--- config.mk ---
export PLATFORM = sky130hd
export DESIGN_NAME = pipelined_addsub_flat
export DESIGN_NICKNAME = d
export VERILOG_FILES = /design/src/rtl/pipelined_addsub_if.sv /design/src/rtl/pipelined_addsub.sv /design/src/flat_wrapper.sv
export SDC_FILE = /design/constraint.sdc
export NUM_CORES = 1
export LEC_CHECK = 0
export BUFFER_PORTS_ARGS = -buffer_cell sky130_fd_sc_hd__buf_2
export CORE_MARGIN = 2
export CORE_UTILIZATION = 30
export DETAILED_ROUTE_END_ITERATION = 8
export GPL_ROUTABILITY_DRIVEN = 0
export PLACE_DENSITY = 0.57
export SYNTH_ARGS = -nofsm -noshare
export SYNTH_HDL_FRONTEND = slang
export SYNTH_SLANG_ARGS = --single-unit
--- constraint.sdc ---
create_clock -name clk -period 3.7 [get_ports clk]
set_input_delay 0.185 -clock clk [delete_from_list [all_inputs] [get_ports clk]]
set_output_delay 0.185 -clock clk [all_outputs]
set_load 0.01 [all_outputs]
--- src/rtl/pipelined_addsub_if.sv ---
// Operand/result stream bundle for pipelined_addsub.
//   master: producer/consumer side (drives operands and out_ready)
//   slave : adder side (drives in_ready and the registered results)
//   in_valid/in_ready/mode/a/b/cin : operand stream
//   out_valid/out_ready/sum/cout/ovf/zero : result stream
interface pipelined_addsub_if #(
  parameter int unsigned WIDTH = 16
) ();
  logic             in_valid;
  logic             in_ready;
  logic             mode;
  logic [WIDTH-1:0] a;
  logic [WIDTH-1:0] b;
  logic             cin;
  logic             out_valid;
  logic             out_ready;
  logic [WIDTH-1:0] sum;
  logic             cout;
  logic             ovf;
  logic             zero;

  modport master (
    output in_valid, mode, a, b, cin, out_ready,
    input  in_ready, out_valid, sum, cout, ovf, zero
  );

  modport slave (
    input  in_valid, mode, a, b, cin, out_ready,
    output in_ready, out_valid, sum, cout, ovf, zero
  );
endinterface

--- src/rtl/pipelined_addsub.sv ---
// Pipelined ripple-carry adder/subtractor with valid/ready streaming.
// Each of STAGES register stages adds WIDTH/STAGES bits and hands its carry on.
//   clk  : rising-edge clock
//   rst  : asynchronous active-low reset
//   bus  : slave side of pipelined_addsub_if
//          operands in (in_valid/in_ready, mode, a, b, cin)
//          results out (out_valid/out_ready, sum, cout, ovf, zero)
// in_ready is the only combinational output and depends only on
// out_valid and out_ready (global stall).
module pipelined_addsub #(
  parameter int unsigned WIDTH  = 16,
  parameter int unsigned STAGES = 4
) (
  input  logic               clk,
  input  logic               rst,
  pipelined_addsub_if.slave  bus
);

  localparam int unsigned SW = WIDTH / STAGES;

  // Stage registers: partial sum, operands (high bits still pending),
  // running carry, operand MSBs for overflow, and valid.
  logic [WIDTH-1:0]  sum_q [STAGES];
  logic [WIDTH-1:0]  sum_d [STAGES];
  logic [WIDTH-1:0]  a_q   [STAGES];
  logic [WIDTH-1:0]  a_d   [STAGES];
  logic [WIDTH-1:0]  b_q   [STAGES];
  logic [WIDTH-1:0]  b_d   [STAGES];
  logic              am_q  [STAGES];
  logic              am_d  [STAGES];
  logic              bm_q  [STAGES];
  logic              bm_d  [STAGES];
  logic [STAGES-1:0] c_q;
  logic [STAGES-1:0] c_d;
  logic [STAGES-1:0] v_q;
  logic [STAGES-1:0] v_d;
  logic              ovf_q;
  logic              ovf_d;
  logic              zero_q;
  logic              zero_d;

  // Per-stage inputs: stage 0 takes the prepared operands, others the
  // previous stage register.
  logic [WIDTH-1:0]  sum_in [STAGES];
  logic [WIDTH-1:0]  a_in   [STAGES];
  logic [WIDTH-1:0]  b_in   [STAGES];
  logic              am_in  [STAGES];
  logic              bm_in  [STAGES];
  logic              c_in   [STAGES];
  logic              v_in   [STAGES];
  logic [SW:0]       part   [STAGES];

  logic              stall;

  // Global stall: a held result freezes every stage.
  assign stall        = v_q[STAGES-1] & ~bus.out_ready;
  assign bus.in_ready = ~stall;

  // Stage input selection; subtract is a + ~b + ~cin.
  always_comb begin
    sum_in[0] = '0;
    a_in[0]   = bus.a;
    b_in[0]   = bus.mode ? ~bus.b : bus.b;
    c_in[0]   = bus.mode ^ bus.cin;
    am_in[0]  = bus.a[WIDTH-1];
    bm_in[0]  = bus.mode ? ~bus.b[WIDTH-1] : bus.b[WIDTH-1];
    v_in[0]   = bus.in_valid;
    for (int k = 1; k < STAGES; k++) begin
      sum_in[k] = sum_q[k-1];
      a_in[k]   = a_q[k-1];
      b_in[k]   = b_q[k-1];
      c_in[k]   = c_q[k-1];
      am_in[k]  = am_q[k-1];
      bm_in[k]  = bm_q[k-1];
      v_in[k]   = v_q[k-1];
    end
  end

  // Slice adders and next-state for every stage, plus final flags.
  always_comb begin
    for (int k = 0; k < STAGES; k++) begin
      part[k] = (SW+1)'(a_in[k][k*SW +: SW]) + (SW+1)'(b_in[k][k*SW +: SW])
              + (SW+1)'(c_in[k]);
      sum_d[k]              = sum_in[k];
      sum_d[k][k*SW +: SW]  = part[k][SW-1:0];
      a_d[k]                = a_in[k];
      b_d[k]                = b_in[k];
      am_d[k]               = am_in[k];
      bm_d[k]               = bm_in[k];
      c_d[k]                = part[k][SW];
      v_d[k]                = v_in[k];
    end
    ovf_d  = (am_in[STAGES-1] == bm_in[STAGES-1]) &&
             (sum_d[STAGES-1][WIDTH-1] != am_in[STAGES-1]);
    zero_d = ~|sum_d[STAGES-1];
  end

  // Pipeline registers; all hold while stalled.
  always_ff @(posedge clk or negedge rst) begin
    if (!rst) begin
      for (int k = 0; k < STAGES; k++) begin
        sum_q[k] <= '0;
        a_q[k]   <= '0;
        b_q[k]   <= '0;
        am_q[k]  <= 1'b0;
        bm_q[k]  <= 1'b0;
      end
      c_q    <= '0;
      v_q    <= '0;
      ovf_q  <= 1'b0;
      zero_q <= 1'b0;
    end else if (!stall) begin
      for (int k = 0; k < STAGES; k++) begin
        sum_q[k] <= sum_d[k];
        a_q[k]   <= a_d[k];
        b_q[k]   <= b_d[k];
        am_q[k]  <= am_d[k];
        bm_q[k]  <= bm_d[k];
      end
      c_q    <= c_d;
      v_q    <= v_d;
      ovf_q  <= ovf_d;
      zero_q <= zero_d;
    end
  end

  assign bus.out_valid = v_q[STAGES-1];
  assign bus.sum       = sum_q[STAGES-1];
  assign bus.cout      = c_q[STAGES-1];
  assign bus.ovf       = ovf_q;
  assign bus.zero      = zero_q;

endmodule

--- src/flat_wrapper.sv ---
// flat-port wrapper written by rule: the top's interface ports become plain ports
module pipelined_addsub_flat 
#(
  parameter int unsigned WIDTH  = 16,
  parameter int unsigned STAGES = 4
)
  (clk, rst, bus_in_valid, bus_mode, bus_a, bus_b, bus_cin, bus_out_ready, bus_in_ready, bus_out_valid, bus_sum, bus_cout, bus_ovf, bus_zero);
  pipelined_addsub_if #(.WIDTH(WIDTH)) bus_i ();
  input  logic clk;
  input  logic rst;
  input wire logic [$bits(bus_i.in_valid)-1:0] bus_in_valid;
  input wire logic [$bits(bus_i.mode)-1:0] bus_mode;
  input wire logic [$bits(bus_i.a)-1:0] bus_a;
  input wire logic [$bits(bus_i.b)-1:0] bus_b;
  input wire logic [$bits(bus_i.cin)-1:0] bus_cin;
  input wire logic [$bits(bus_i.out_ready)-1:0] bus_out_ready;
  output wire logic [$bits(bus_i.in_ready)-1:0] bus_in_ready;
  output wire logic [$bits(bus_i.out_valid)-1:0] bus_out_valid;
  output wire logic [$bits(bus_i.sum)-1:0] bus_sum;
  output wire logic [$bits(bus_i.cout)-1:0] bus_cout;
  output wire logic [$bits(bus_i.ovf)-1:0] bus_ovf;
  output wire logic [$bits(bus_i.zero)-1:0] bus_zero;
  assign bus_i.in_valid = bus_in_valid;
  assign bus_i.mode = bus_mode;
  assign bus_i.a = bus_a;
  assign bus_i.b = bus_b;
  assign bus_i.cin = bus_cin;
  assign bus_i.out_ready = bus_out_ready;
  assign bus_in_ready = bus_i.in_ready;
  assign bus_out_valid = bus_i.out_valid;
  assign bus_sum = bus_i.sum;
  assign bus_cout = bus_i.cout;
  assign bus_ovf = bus_i.ovf;
  assign bus_zero = bus_i.zero;
  pipelined_addsub #(.WIDTH(WIDTH), .STAGES(STAGES)) u_core (.clk(clk), .rst(rst), .bus(bus_i));
endmodule
==> results.cfg <==
[run_status]
status = complete, no violations

[cts]
cts.sinks = 98
htree_levels = 3
clockBufferDepth = 2
cts.clk_slew.worst_paths_ps = 70
cts_made_buffers = 9
worstSkewPairLatency_ps = 340
cts_repair_resize_count = 0
root_buffer = clkbuf_16
cts_tree = done
postCtsSetupRepairBufs = 0
ctsHoldBuffers = 0

[logic_synthesis]
synth_top_family_by_area = simple AND/OR/NAND/NOR gates
synth-compound-area-share_pct = 5.85
netlist_area_sq_um = 4320
synth_seq_cells = 98
ys_warn_count = 0
synth_top_cell_area_share_pct = 56.8
synth_cell_type_count = 25
yosys-mux-area-fraction_pct = 0.261
synth_adder_area_share_pct = 7.19
ys_top_cells_by_area = dfrtp_1 (57%), nand2_1 (18%), fa_1 (3.7%), ha_1 (3.5%), o21ai_0 (3.4%)
synth_nets = 522
ys_seq_area_share_pct = 56.8
synth_area_leader_cell = dfrtp_1
synth_xor_area_share_pct = 4.87
yosys.area_share.simple_pct = 21.4
netlist_instances = 464
syn_avg_cell_area_sq_um = 9.31

[timing]
rsz0062_at_grt = no
whs_ps = 21.0
finClkSkew_ps = 5.20
final_max_slew_viol_count = 0
max_freq_mhz = 544
layout_setup_ws_ps = 1860
fin_crit_sh_pct = 49.6
max_slew.worst_pin.slew_ps = 995
finalCriticalPeriod_ps = 1840
setup_violations = 0
maxSlewHeadroom_pct = 33.6
hold_viol_final = 0
tns_ps = 0

[critical_path]
end_kind = output port
reg2regPathDepth = 5
cpMaxStageDelayCell = buf_4
cp.arrival_ps = 1650
cp_cell_sequence = nor2b_4 > inv_2 > buf_4 > buf_2
slowest_delay_ps = 470
critical-path-top-delay-family = buffers and inverters
crit_fanout = 58
crit_cells = 4
path_buf_inv = 3
critical_path_class = flop to output port
crit_required_ps = 3510
cp-start-kind = flop

[floorplanning]
num_io_pins = 59
core-area_sq_um = 14000
die_x_microns = 124
fp.dieH_microns = 124
start_util_pct = 30.9
num_rows = 43
die_area_sq_um = 15400

[drt]
wirelength_microns = 8470
route.detailed.drc = 0
dr.first_iter.drc_count = 159
via_per_inst = 4.31
wl_per_cell_microns = 12.1
vias = 3010
dr.pass1.iters = 4
postRouteAntennaNets = 0

[power]
cellLeakagePower_nw = 2.60
power_mw = 4.24
ir_drop_mv = 0.264
powerDensity_nw_per_um2 = 833

[final_layout]
instances_no_fill = 699
nFillCells = 1451
fin_area_sq_um = 5090
syn_to_final_growth_pct = 17.9
drive_above_1_share_pct = 15.8
postLayoutCoreUtil_pct = 36.4
antennaDiodeCount = 0
layout.nets = 572

[place]
dpl_cell_area_sq_um = 4770
dp_slack_ps = 1720
dp_cells = 683
io_buffers = 58
hpwl_microns = 5750

[global_route]
grt_pass1_wl_microns = 14600
grt_pass1_vias = 3080
grt-ovfl-total = 0
antenna_found_initial = 0
grt_use_total_pct = 12.3
grt_max_degree = 103

[hold_path]
hold_class = primary input to async pin

[job]
cap_violations = 0
power by group:
part / internal, mW / switching (mW) / total [mW]
Combinational: 0.589 / 0.830 / 1.42
Sequential: 1.55 / 0.287 / 1.83
Clock: 0.594 / 0.398 / 0.992
final timing paths:
check                                        from                 end  slack (ps)
min in group clk                         bus_a[9]      u_core.a_d[41]          40
worst min-delay path                          rst      u_core.b_d[37]          20
worst max register to register      u_core.c_q[2]  u_core.bus.sum[15]        1890
max in group asynchronous                     rst      u_core.b_d[41]        2850
worst max-delay path                u_core.v_q[3]        bus_in_ready        1860
worst min register to register  u_core.bus.sum[3]   u_core.bus.sum[3]         460
metal layers:
metal  wire length, microns  vias to the layer above  GRT usage, %
li1                       -                     1546             -
met1                   4230                     1399          17.2
met2                   3760                       54          19.0
met3                    318                       11          1.92
met4                    165                        0          5.27
met5                      0                        -             0
flip-flops by register name, summed over array words and instances (netlist names):
name             flops
u_core.sum_d        24
u_core.a_d          21
u_core.b_d          21
u_core.bus.sum      16
u_core.c_q           4
u_core.v_q           4
u_core.am_d          3
u_core.bm_d          3
u_core.bus.ovf       1
u_core.bus.zero      1
area by class of cell:
type	instances	area [sq um]	share of cell area [%]
sequential	98	2450	48.2
clock buffer	10	229	4.50
inverter	15	56.3	1.11
clock inverter	6	91.3	1.79
multi-input combinational	328	1720	33.7
tap	180	225	4.42
timing repair buffer	62	323	6.34
placed cells by master (no fill, tap or decap), types with 5 or more instances in the layout:
cell type and n:
dfrtp_1 98, fa_1 8, nor2_1 13, buf_2 57, buf_4 5, xnor2_1 12, a21oi_1 13, ha_1 12
clkbuf_16 9, xor2_1 12, o21ai_0 29, nand2_1 211, inv_1 14
cell families (layout without fill, tap and decap cells):
logic type,count (synthesis),count (layout)
simple gates,235,235
buf+inv,38,93
xor+xnor,24,24
mux,1,1
compound gates,48,48
fa+ha+maj,20,20
flops,98,98
synth_stat cells:
library cell,n
a21o_1,4
a21oi_1,13
buf_1,4
buf_2,9
buf_4,1
clkbuf_1,9
dfrtp_1,98
fa_1,8
ha_1,12
inv_1,15
mux2_2,1
nand2_1,211
nand2b_1,1
nand4_1,1
nor2_1,13
nor2b_1,5
nor4_1,1
nor4_2,1
nor4b_1,1
o21ai_0,29
o21ai_1,1
o31ai_1,1
or4_4,1
xnor2_1,12
xor2_1,12
No activity file was read; power rests on OpenSTA's default activity.
